==> src/rtl/reg_file_pkg.sv <==
// -----------------------------------------------------------------------------
// reg_file_pkg
//   Definitions shared by the register file and its write-port arbiter:
//   architectural sizes, FSM state encodings and the grant identifiers used by
//   the two-requester round-robin.
//   No ports (package).
// -----------------------------------------------------------------------------
package reg_file_pkg;

    localparam int XLEN       = 32;
    localparam int NREG       = 32;
    localparam int REG_ADDR_W = $clog2(NREG);

    // Write-port controller state: zero-fill sequence, then normal arbitration.
    typedef enum logic {
        ST_CLEAR = 1'b0,
        ST_RUN   = 1'b1
    } state_t;

    // Identifies which writeback requester was served most recently.
    typedef enum logic {
        GRANT_A = 1'b0,   // ALU writeback path
        GRANT_B = 1'b1    // load/memory writeback path
    } grant_t;

endpackage

==> src/rtl/reg_file_wr_arbiter_if.sv <==
// -----------------------------------------------------------------------------
// reg_file_wr_arbiter_if
//   One writeback request channel into the register-file write arbiter.
//   Signals:
//     valid  requester -> arbiter  write pending
//     ready  arbiter -> requester  handshake accepted this cycle
//     addr   requester -> arbiter  destination register
//     data   requester -> arbiter  write data
//   A pending request must hold valid, addr and data stable until ready.
//   Modports: master (requester side), slave (arbiter side).
// -----------------------------------------------------------------------------
interface reg_file_wr_arbiter_if
    import reg_file_pkg::*;
#(
    parameter int DATA_W = XLEN,
    parameter int ADDR_W = REG_ADDR_W
) ();

    logic              valid;
    logic              ready;
    logic [ADDR_W-1:0] addr;
    logic [DATA_W-1:0] data;

    modport master (
        output valid,
        output addr,
        output data,
        input  ready
    );

    modport slave (
        input  valid,
        input  addr,
        input  data,
        output ready
    );

endinterface

==> src/rtl/reg_file_wr_arbiter_rr_arb2.sv <==
// -----------------------------------------------------------------------------
// rr_arb2
//   Two-request round-robin grant logic, purely combinational.
//   Ports:
//     req[1:0]         request vector (bit 0 = A, bit 1 = B), already qualified
//     last_grant       requester served at the most recent handshake
//     handshake        a grant is being consumed this cycle
//     grant[1:0]       one-hot (or zero) grant vector
//     last_grant_next  value to load into the last-grant register
// -----------------------------------------------------------------------------
module rr_arb2
    import reg_file_pkg::*;
(
    input  logic [1:0] req,
    input  grant_t     last_grant,
    input  logic       handshake,
    output logic [1:0] grant,
    output grant_t     last_grant_next
);

    // A requester yields only when the other one is also requesting and it
    // was itself the one served last; otherwise a request is granted. Since
    // exactly one of the two was served last, at most one grant can be high.
    genvar gi;
    generate
        for (gi = 0; gi < 2; gi = gi + 1) begin : g_grant
            localparam grant_t SELF = (gi == 0) ? GRANT_A : GRANT_B;
            assign grant[gi] = req[gi] && !(req[1-gi] && (last_grant == SELF));
        end
    endgenerate

    // Priority only rotates when a transfer actually completes, so a stalled
    // cycle never costs a requester its turn.
    always_comb begin
        last_grant_next = last_grant;
        if (handshake) begin
            last_grant_next = grant[1] ? GRANT_B : GRANT_A;
        end
    end

endmodule

==> src/rtl/reg_file_wr_arbiter.sv <==
// -----------------------------------------------------------------------------
// reg_file_wr_arbiter
//   Write-port controller for reg_file_rv32i. Shares the single register-file
//   write port between the ALU writeback path (A) and the load writeback
//   path (B) with round-robin arbitration, and zero-fills x1..x(NREG-1)
//   after reset when CLEAR_ON_RESET is set.
//   Ports:
//     clock        single clock, rising edge
//     reset        synchronous, active-high
//     a            request channel A (slave side)
//     b            request channel B (slave side)
//     cu_rdwrite   register-file write enable (registered)
//     rd_addr      register-file write address (registered)
//     rd_in        register-file write data (registered)
//     busy         high while the clear sequence runs
// -----------------------------------------------------------------------------
module reg_file_wr_arbiter #(
    parameter int XLEN           = reg_file_pkg::XLEN,
    parameter int NREG           = reg_file_pkg::NREG,
    parameter int CLEAR_ON_RESET = 1,
    localparam int AW            = $clog2(NREG)
) (
    input  logic                  clock,
    input  logic                  reset,
    reg_file_wr_arbiter_if.slave  a,
    reg_file_wr_arbiter_if.slave  b,
    output logic                  cu_rdwrite,
    output logic [AW-1:0]         rd_addr,
    output logic [XLEN-1:0]       rd_in,
    output logic                  busy
);

    import reg_file_pkg::*;

    localparam logic [AW-1:0] FIRST_ADDR = AW'(1);
    localparam logic [AW-1:0] LAST_ADDR  = AW'(NREG - 1);

    state_t          state_reg,      state_next;
    logic [AW-1:0]   clr_cnt_reg,    clr_cnt_next;
    grant_t          last_grant_reg, last_grant_next;
    logic            cu_rdwrite_reg, cu_rdwrite_next;
    logic [AW-1:0]   rd_addr_reg,    rd_addr_next;
    logic [XLEN-1:0] rd_in_reg,      rd_in_next;

    logic            run_en;
    logic [1:0]      req;
    logic [1:0]      grant;
    logic            handshake;

    // Requests only count while arbitrating. Reset masks them too, so a
    // request presented in the reset cycle never sees ready and is retried.
    assign run_en = (state_reg == ST_RUN) && !reset;
    assign req    = {b.valid, a.valid} & {2{run_en}};

    rr_arb2 u_rr_arb2 (
        .req             (req),
        .last_grant      (last_grant_reg),
        .handshake       (handshake),
        .grant           (grant),
        .last_grant_next (last_grant_next)
    );

    // Ready is the grant itself: a function of state, valids and last grant
    // only, never of address or data.
    assign a.ready   = grant[0];
    assign b.ready   = grant[1];
    assign handshake = (a.valid && a.ready) || (b.valid && b.ready);

    // Next-state and next-output logic.
    always_comb begin
        state_next      = state_reg;
        clr_cnt_next    = clr_cnt_reg;
        cu_rdwrite_next = 1'b0;
        rd_addr_next    = rd_addr_reg;
        rd_in_next      = rd_in_reg;

        case (state_reg)
            ST_CLEAR: begin
                cu_rdwrite_next = 1'b1;
                rd_addr_next    = clr_cnt_reg;
                rd_in_next      = '0;
                if (clr_cnt_reg == LAST_ADDR) begin
                    state_next = ST_RUN;
                end else begin
                    clr_cnt_next = clr_cnt_reg + AW'(1);
                end
            end

            ST_RUN: begin
                // A write aimed at x0 is still accepted so the requester
                // moves on, but it must never reach the register file.
                if (grant[0]) begin
                    cu_rdwrite_next = (a.addr != '0);
                    rd_addr_next    = a.addr;
                    rd_in_next      = a.data;
                end else if (grant[1]) begin
                    cu_rdwrite_next = (b.addr != '0);
                    rd_addr_next    = b.addr;
                    rd_in_next      = b.data;
                end
            end
        endcase
    end

    always_ff @(posedge clock) begin
        if (reset) begin
            state_reg      <= (CLEAR_ON_RESET != 0) ? ST_CLEAR : ST_RUN;
            clr_cnt_reg    <= FIRST_ADDR;
            last_grant_reg <= GRANT_B;
            cu_rdwrite_reg <= 1'b0;
            rd_addr_reg    <= '0;
            rd_in_reg      <= '0;
        end else begin
            state_reg      <= state_next;
            clr_cnt_reg    <= clr_cnt_next;
            last_grant_reg <= last_grant_next;
            cu_rdwrite_reg <= cu_rdwrite_next;
            rd_addr_reg    <= rd_addr_next;
            rd_in_reg      <= rd_in_next;
        end
    end

    assign cu_rdwrite = cu_rdwrite_reg;
    assign rd_addr    = rd_addr_reg;
    assign rd_in      = rd_in_reg;
    assign busy       = (state_reg == ST_CLEAR);

endmodule

==> src/flat_wrapper.sv <==
// flat-port wrapper written by rule: the top's interface ports become plain ports
module reg_file_wr_arbiter_flat import reg_file_pkg::*;
#(
    parameter int XLEN           = reg_file_pkg::XLEN,
    parameter int NREG           = reg_file_pkg::NREG,
    parameter int CLEAR_ON_RESET = 1,
    localparam int AW            = $clog2(NREG)
)
  (clock, reset, cu_rdwrite, rd_addr, rd_in, busy, a_valid, a_addr, a_data, a_ready, b_valid, b_addr, b_data, b_ready);
  reg_file_wr_arbiter_if #(.DATA_W(XLEN), .ADDR_W((REG_ADDR_W))) a_i ();
  reg_file_wr_arbiter_if #(.DATA_W(XLEN), .ADDR_W((REG_ADDR_W))) b_i ();
  input  logic clock;
  input  logic reset;
  output logic cu_rdwrite;
  output logic [AW-1:0] rd_addr;
  output logic [XLEN-1:0] rd_in;
  output logic busy;
  input wire logic [$bits(a_i.valid)-1:0] a_valid;
  input wire logic [$bits(a_i.addr)-1:0] a_addr;
  input wire logic [$bits(a_i.data)-1:0] a_data;
  output wire logic [$bits(a_i.ready)-1:0] a_ready;
  input wire logic [$bits(b_i.valid)-1:0] b_valid;
  input wire logic [$bits(b_i.addr)-1:0] b_addr;
  input wire logic [$bits(b_i.data)-1:0] b_data;
  output wire logic [$bits(b_i.ready)-1:0] b_ready;
  assign a_i.valid = a_valid;
  assign a_i.addr = a_addr;
  assign a_i.data = a_data;
  assign a_ready = a_i.ready;
  assign b_i.valid = b_valid;
  assign b_i.addr = b_addr;
  assign b_i.data = b_data;
  assign b_ready = b_i.ready;
  reg_file_wr_arbiter #(.XLEN(XLEN), .NREG(NREG), .CLEAR_ON_RESET(CLEAR_ON_RESET)) u_core (.clock(clock), .reset(reset), .a(a_i), .b(b_i), .cu_rdwrite(cu_rdwrite), .rd_addr(rd_addr), .rd_in(rd_in), .busy(busy));
endmodule
==> config.mk <==
export PLATFORM = sky130hd
export DESIGN_NAME = reg_file_wr_arbiter_flat
export DESIGN_NICKNAME = d
export VERILOG_FILES = /design/src/rtl/reg_file_pkg.sv /design/src/rtl/reg_file_wr_arbiter_if.sv /design/src/rtl/reg_file_wr_arbiter_rr_arb2.sv /design/src/rtl/reg_file_wr_arbiter.sv /design/src/flat_wrapper.sv
export SDC_FILE = /design/constraint.sdc
export NUM_CORES = 1
export LEC_CHECK = 0
export CAP_MARGIN = 20
export CORE_UTILIZATION = 35
export DETAILED_ROUTE_END_ITERATION = 7
export PLACE_DENSITY = 0.73
export SYNTH_ARGS = -nofsm -noshare
export SYNTH_HDL_FRONTEND = slang
export SYNTH_HIERARCHICAL = 1
export SYNTH_SLANG_ARGS = --single-unit
==> constraint.sdc <==
create_clock -name clock -period 3.2 [get_ports clock]
set_input_delay 0.64 -clock clock [delete_from_list [all_inputs] [get_ports clock]]
set_output_delay 0.64 -clock clock [all_outputs]
set_load 0.01 [all_outputs]
==> results of run 1 <==
through the flow:
stage,util [%],hold slack (ns)
floorplan,-,0.461
global placement,57.6,0.471
detailed placement,57.6,0.471
CTS,59.0,0.490
global route,59.0,0.516
finish,59.0,0.486
report_power, final:
| part | switching [mW] | total, mW | internal [mW] |
|---|---|---|---|
| clock | 0.176 | 0.347 | 0.171 |
| combinational | 0.0319 | 0.135 | 0.103 |
| sequential | 0.00715 | 0.576 | 0.569 |
| total | 0.215 | 1.06 | 0.843 |
routing by layer:
layer	GRT usage [%]	part of all wire (%)
met2	28.5	46
met5	0	0
met1	20.2	43
met3	5.56	9.2
met4	4.21	1.0
kinds of logic after synthesis:
logic type      count (synthesis)
mux                            70
simple gates                   57
flops                          45
compound gates                 22
buf+inv                        20
xor+xnor                        2
fa+ha+maj                       2
cells in the mapped netlist, types with 2 or more instances:
master and n:
sky130_fd_sc_hd__nor2_1 43, sky130_fd_sc_hd__inv_1 4, sky130_fd_sc_hd__buf_4 7, sky130_fd_sc_hd__nor3b_1 2, sky130_fd_sc_hd__a22o_1 6, sky130_fd_sc_hd__buf_6 2, sky130_fd_sc_hd__nand2b_1 2, sky130_fd_sc_hd__or4_1 2
sky130_fd_sc_hd__o21ai_0 3, sky130_fd_sc_hd__a21oi_1 9, sky130_fd_sc_hd__xnor2_1 2, sky130_fd_sc_hd__buf_2 3, sky130_fd_sc_hd__clkbuf_1 4, sky130_fd_sc_hd__mux2_2 32, sky130_fd_sc_hd__mux2i_1 37, sky130_fd_sc_hd__ha_1 2
sky130_fd_sc_hd__nand2_1 2, sky130_fd_sc_hd__dfxtp_1 45
area by class of cell:
type / count / area [um2] / area share, %
clock buffers: 7 / 86.3 / 2.43
well taps: 75 / 93.8 / 2.64
repair buffers: 126 / 1240 / 34.9
inverters: 4 / 15.0 / 0.422
multi-input cells: 153 / 1220 / 34.3
flip-flops and latches: 45 / 901 / 25.3
worst max-delay path by stage:
stage	cells past startpoint	endpoint	slack, ns	from
5_1_grt	5	a_ready	0.11	reset
3_5_place_dp	9	u_core/rd_in[11]$_SDFFE_PP0P_	0.15	reset
3_3_place_gp	9	u_core/rd_in[14]$_SDFFE_PP0P_	0.19	reset
4_1_cts	5	a_ready	0.17	reset
2_1_floorplan	11	u_core/last_grant_reg$_SDFF_PP1_	0.16	reset
6_report	5	a_ready	0.20	reset
==> results_tabular.tex, run 1 <==
\begin{tabular}{lr}
\hline
Metric & Value \\
\hline
\multicolumn{2}{l}{\textbf{Status}} \\
Status & finished clean \\
\multicolumn{2}{l}{\textbf{Synthesis}} \\
Synthesized netlist net count & 298 \\
Post-synthesis mux area share & 33.6\% \\
Yosys warnings & 6 \\
Sequential share of the synthesized area & 40.6\% \\
Largest family of logic cells by synthesized area & multiplexers \\
Mapped cell area & 0.00222 mm2 \\
Distinct cells, synth & 29 \\
Most area-hungry cell type in the Yosys netlist & sky130\_fd\_sc\_hd\_\_dfxtp\_1 \\
EDFF count, synth & 0 \\
Average footprint of a synthesized cell & 10.2 um2 \\
Share of the synthesized area in the top cell type & 40.6\% \\
Count of mapped cells out of synthesis & 218 \\
Xor/xnor share of the synthesized area & 0.789\% \\
Leading cell types by total area after synthesis & sky130\_fd\_sc\_hd\_\_dfxtp\_1, sky130\_fd\_sc\_hd\_\_mux2i\_1, sky130\_fd\_sc\_hd\_\_mux2\_2 \\
Post-synthesis compound-gate area fraction & 6.99\% \\
Simple-gate share of the synthesized area & 11.5\% \\
Synth async-reset ratio & 0\% \\
Synthesis-stage register bit count & 45 \\
Adder-Cell Fraction of Synth Area & 1.13\% \\
Most used DFF post-synth & sky130\_fd\_sc\_hd\_\_dfxtp\_1 \\
\multicolumn{2}{l}{\textbf{Hold path}} \\
End point of the worst hold path & u\_core/rd\_addr[1]\$\_SDFFE\_PP0P\_ \\
Hold Path Class & reg2reg \\
WHS Path Cells & 1 \\
Startpoint of the lowest-slack hold path & u\_core/rd\_addr[1]\$\_SDFFE\_PP0P\_ \\
\multicolumn{2}{l}{\textbf{Clock tree}} \\
Clock transition at path regs & 0.08 ns \\
CTS tree & yes \\
Clock latency of the later-clocked register in the worst-skew pair & 0.29 ns \\
Hold-fix buffers at CTS & 0 \\
Post-CTS setup repair buffer count & 0 \\
Clock Tree Root & sky130\_fd\_sc\_hd\_\_clkbuf\_8 \\
Gates resized, CTS repair & 0 \\
Htree depth & 2 \\
CTS Sinks & 45 \\
Cts bufs inserted & 5 \\
Maximum clock insertion buffer count & 2 \\
\multicolumn{2}{l}{\textbf{Routing}} \\
Final WL & 5570 um \\
Residual antenna-violating net count after detailed routing & 0 \\
First drt pass iteration count & 4 \\
Via-to-Cell Ratio & 4.74 \\
Number of remaining DRC errors & 0 \\
Routed WL per cell & 13.6 um \\
DR iter-0 viols & 58 \\
Number of vias in the routed layout & 1,945 \\
\multicolumn{2}{l}{\textbf{Place}} \\
Input/output buffers & 118 \\
Placer Congestion & 0.767 \\
Placement Setup Slack & 0.152 ns \\
Post-placement cell count & 403 \\
Post-placement cell area & 0.00347 mm2 \\
HPWL after detailed placement & 4180 um \\
\multicolumn{2}{l}{\textbf{Die}} \\
Count of boundary I/O pins & 119 \\
DIE HEIGHT & 81.7 um \\
Chip Width & 81.7 um \\
DIE AREA & 0.00667 mm2 \\
Row cnt & 28 \\
Initial Util & 36.9\% \\
Standard cell core area & 0.00603 mm2 \\
\multicolumn{2}{l}{\textbf{Timing}} \\
Post-route worst setup slack & 0.200 ns \\
Transition time of the tightest slew-check pin & 0.343 ns \\
Final clock skew & 0.00295 ns \\
Final-report max-slew violation count & 0 \\
Final count of negative-setup-slack endpoints & 0 \\
Setup repair after global routing missed its margin & no \\
Summed negative setup slack over all endpoints & 0 ns \\
Tcrit/Tclk final & 93.7\% \\
Final number of hold-violating endpoints & 0 \\
Worst slew margin relative to its limit & 77.1\% \\
Peak clock frequency supported by timing & 333 MHz \\
Shortest clock period the worst path allows after layout & 3.00 ns \\
\multicolumn{2}{l}{\textbf{Worst setup path}} \\
Data required time of the critical path & 2.56 ns \\
Ordered cell list for the critical path & clkdlybuf4s50\_1, nand2b\_1, nor2\_1, a21boi\_4, clkdlybuf4s50\_1 \\
Arrival time of the worst setup path & 2.36 ns \\
Cell depth of the worst flop-to-flop path & 8 \\
Crit Path Class & in2out \\
Launch instance of the worst register-to-register path & u\_core/state\_reg\$\_SDFF\_PP0\_ \\
Dominant delay contributor by cell family on the critical path & buffers and inverters \\
Max Fanout on Critical Path & 4 \\
Worst Path Buf+Inv & 2 \\
Critical Path End Type & primary output \\
Largest incremental delay on the critical path & 0.56 ns \\
Worst reg2reg endpoint & u\_core/rd\_in[18]\$\_SDFFE\_PP0P\_ \\
Slowest cell on the critical path & sky130\_fd\_sc\_hd\_\_clkdlybuf4s50\_1 \\
Worst path most repeated cell & sky130\_fd\_sc\_hd\_\_clkdlybuf4s50\_1 \\
Setup slack of the most critical reg-to-reg path & 1.05 ns \\
Sort of element at the start of the critical path & input port \\
\multicolumn{2}{l}{\textbf{Finish}} \\
Most common library cell in the layout ignoring fill and taps & sky130\_fd\_sc\_hd\_\_clkdlybuf4s50\_1 \\
Number of inserted diodes & 0 \\
Fraction of final layout cells sized beyond drive strength 1 & 15.5\% \\
Number of nets in the final layout & 415 \\
Top library cells by usage in the layout, fill and taps aside & sky130\_fd\_sc\_hd\_\_clkdlybuf4s50\_1, sky130\_fd\_sc\_hd\_\_dfxtp\_1, sky130\_fd\_sc\_hd\_\_nor2\_1 \\
Layout filler cell count & 555 \\
Number of standard cells in the final layout excluding fillers & 410 \\
Synthesis-to-finish area growth & 60.1\% \\
Summed area of non-filler cells in the final layout & 0.00356 mm2 \\
Flip-flop count of the largest register after layout & 32 \\
\multicolumn{2}{l}{\textbf{Global routing}} \\
Overall overflow remaining after global route & 0 \\
Maximum number of pins on one net before global-route repair & 22 \\
Initial antenna violation count & 0 \\
Number of global-route vias before repair & 1,864 \\
First-pass GRT wire length & 8550 um \\
Global routing usage summed across all routing layers & 16.7\% \\
\multicolumn{2}{l}{\textbf{Power}} \\
Power per standard cell area & 297 mW/mm2 \\
Static leakage & 1.26 nW \\
Largest voltage drop on the vdd net & 0.000141 V \\
PnR Total Power & 1.06 mW \\
\multicolumn{2}{l}{\textbf{Run}} \\
Max-capacitance violation count & 0 \\
\hline
\end{tabular}
Note: power is estimated with default switching activity, not from simulation.
==> run 2, diff against run 1 <==
--- a/config.mk
+++ b/config.mk
@@ -8,8 +8,9 @@
 export CAP_MARGIN = 20
 export CORE_UTILIZATION = 35
 export DETAILED_ROUTE_END_ITERATION = 7
-export PLACE_DENSITY = 0.73
+export PLACE_DENSITY = 0.82
 export SYNTH_ARGS = -nofsm -noshare
 export SYNTH_HDL_FRONTEND = slang
 export SYNTH_HIERARCHICAL = 1
 export SYNTH_SLANG_ARGS = --single-unit
+export TNS_END_PERCENT = 1
==> run 2 against run 1 <==
  * Sequential power hardly changed
  * Global-route usage is 0.18 points higher
  * Clock skew increased by 0.0036 ns
  * Flip-flop and latch count did not move
  * Critical path depth did not move
  * Critical path type unchanged
  * Largest cell class unchanged
==> results_tabular.tex, run 2 (same netlist as run 1, synthesis figures left out) <==
\begin{tabular}{lr}
\hline
Metric & Value \\
\hline
\multicolumn{2}{l}{\textbf{Clock tree}} \\
Clock latency of the later-clocked register in the worst-skew pair & 0.30 ns \\
Post-CTS setup repair buffer count & 0 \\
Gates resized, CTS repair & 0 \\
Cts bufs inserted & 5 \\
Maximum clock insertion buffer count & 2 \\
Hold-fix buffers at CTS & 0 \\
Htree depth & 2 \\
Clock transition at path regs & 0.08 ns \\
CTS Sinks & 45 \\
Clock Tree Root & sky130\_fd\_sc\_hd\_\_clkbuf\_8 \\
CTS tree & yes \\
\multicolumn{2}{l}{\textbf{Global routing}} \\
Global routing usage summed across all routing layers & 16.9\% \\
First-pass GRT wire length & 8550 um \\
Number of global-route vias before repair & 1,909 \\
Initial antenna violation count & 0 \\
Maximum number of pins on one net before global-route repair & 37 \\
Overall overflow remaining after global route & 0 \\
\multicolumn{2}{l}{\textbf{Power}} \\
Static leakage & 1.28 nW \\
Power per standard cell area & 337 mW/mm2 \\
Largest voltage drop on the vdd net & 0.000159 V \\
\multicolumn{2}{l}{\textbf{Timing}} \\
Transition time of the tightest slew-check pin & 0.469 ns \\
Tcrit/Tclk final & 93.0\% \\
Summed negative setup slack over all endpoints & 0 ns \\
Final number of hold-violating endpoints & 0 \\
Worst slew margin relative to its limit & 68.7\% \\
Final clock skew & 0.00653 ns \\
Final count of negative-setup-slack endpoints & 0 \\
WHS & 0.486 ns \\
Peak clock frequency supported by timing & 336 MHz \\
Shortest clock period the worst path allows after layout & 2.98 ns \\
Setup repair after global routing missed its margin & no \\
Final-report max-slew violation count & 0 \\
\multicolumn{2}{l}{\textbf{Worst setup path}} \\
Sort of element at the start of the critical path & input port \\
Data required time of the critical path & 2.56 ns \\
Worst reg2reg endpoint & u\_core/rd\_in[15]\$\_SDFFE\_PP0P\_ \\
Setup slack of the most critical reg-to-reg path & 1.10 ns \\
Crit Path Class & in2out \\
Arrival time of the worst setup path & 2.34 ns \\
Critical Path End Type & primary output \\
Max Fanout on Critical Path & 4 \\
Cell depth of the worst flop-to-flop path & 7 \\
Launch instance of the worst register-to-register path & u\_core/state\_reg\$\_SDFF\_PP0\_ \\
\multicolumn{2}{l}{\textbf{Routing}} \\
Residual antenna-violating net count after detailed routing & 0 \\
Routed WL per cell & 13.8 um \\
First drt pass iteration count & 4 \\
Uppermost layer routed & met4 \\
Via-to-Cell Ratio & 4.80 \\
DR iter-0 viols & 51 \\
Number of remaining DRC errors & 0 \\
Wire length on met2 & 2610 um \\
Final WL & 5660 um \\
Detailed-route wire length on metal 1 & 2430 um \\
Met3 Wirelength & 567 um \\
Number of vias in the routed layout & 1,970 \\
\multicolumn{2}{l}{\textbf{Hold path}} \\
WHS Path Cells & 1 \\
Startpoint of the lowest-slack hold path & u\_core/rd\_addr[2]\$\_SDFFE\_PP0P\_ \\
End point of the worst hold path & u\_core/rd\_addr[2]\$\_SDFFE\_PP0P\_ \\
Hold Path Class & reg2reg \\
\multicolumn{2}{l}{\textbf{Die}} \\
Row cnt & 28 \\
Chip Width & 81.7 um \\
DIE AREA & 0.00667 mm2 \\
Count of boundary I/O pins & 119 \\
Standard cell core area & 0.00603 mm2 \\
Initial Util & 36.9\% \\
DIE HEIGHT & 81.7 um \\
\multicolumn{2}{l}{\textbf{Finish}} \\
Number of inserted diodes & 0 \\
Most common library cell in the layout ignoring fill and taps & sky130\_fd\_sc\_hd\_\_clkdlybuf4s50\_1 \\
Flip-flop count of the largest register after layout & 32 \\
Synthesis-to-finish area growth & 62.5\% \\
Number of standard cells in the final layout excluding fillers & 410 \\
Number of nets in the final layout & 414 \\
Top library cells by usage in the layout, fill and taps aside & sky130\_fd\_sc\_hd\_\_clkdlybuf4s50\_1, sky130\_fd\_sc\_hd\_\_dfxtp\_1, sky130\_fd\_sc\_hd\_\_nor2\_1 \\
Flip-flop and latch area & 901 um2 \\
Core occupancy in the finished layout & 59.9\% \\
Layout filler cell count & 540 \\
Multi-input gate area in the final layout & 0.00122 mm2 \\
Fraction of final layout cells sized beyond drive strength 1 & 15.8\% \\
\multicolumn{2}{l}{\textbf{Run}} \\
Max-capacitance violation count & 0 \\
\multicolumn{2}{l}{\textbf{Place}} \\
HPWL after detailed placement & 4190 um \\
Placer Congestion & 0.739 \\
Post-placement cell count & 402 \\
Input/output buffers & 118 \\
\multicolumn{2}{l}{\textbf{Status}} \\
Status & finished clean \\
\hline
\end{tabular}
-- run 2: worst max-delay path, stage by stage --
cell and delay [ns]:
sky130_fd_sc_hd__clkdlybuf4s50_1 0.44, sky130_fd_sc_hd__nand2b_1 0.21, sky130_fd_sc_hd__nor2_1 0.22, sky130_fd_sc_hd__a21boi_4 0.25, sky130_fd_sc_hd__clkdlybuf4s50_1 0.57
-- run 2: metal layers --
metal / vias to the layer above / track usage (%)
met2: 85 / 30.2
li1: 986 / -
met3: 7 / 6.22
met5: - / 0
met1: 892 / 18.9
met4: 0 / 4.21
-- run 2: worst max-delay path by stage --
stage	slack, ns	cells past startpoint	endpoint	start
final	0.22	5	b_ready	reset
after global routing	0.15	5	a_ready	reset
after CTS	0.21	5	b_ready	reset
after detailed placement	0.22	5	b_ready	reset
after global placement	0.21	5	b_ready	reset
after floorplan	0.16	11	u_core/last_grant_reg$_SDFF_PP1_	reset
-- run 2: cell type report --
type                       instances  area share [%]
clock buffer                       5            1.91
sequential                        45            25.0
timing repair buffer             125            34.5
tap                               75            2.60
clock inverter                     3            1.80
multi-input combinational        153            33.8
inverter                           4           0.416
-- run 2: metrics by stage --
stage / instance area, um2 / power [mW] / worst slack (ns)
after floorplan: 2220 / 0.613 / 0.159
after global placement: 3470 / 0.721 / 0.208
after detailed placement: 3470 / 0.723 / 0.217
after CTS: 3610 / 1.23 / 0.206
after global routing: 3610 / 1.27 / 0.154
final: 3610 / 1.22 / 0.222
-- run 2: where the power goes --
part           total [mW]  internal [mW]  switching [mW]
logic               0.134          0.103          0.0309
clock network       0.507          0.310           0.197
registers           0.576          0.569         0.00758
total                1.22          0.982           0.235
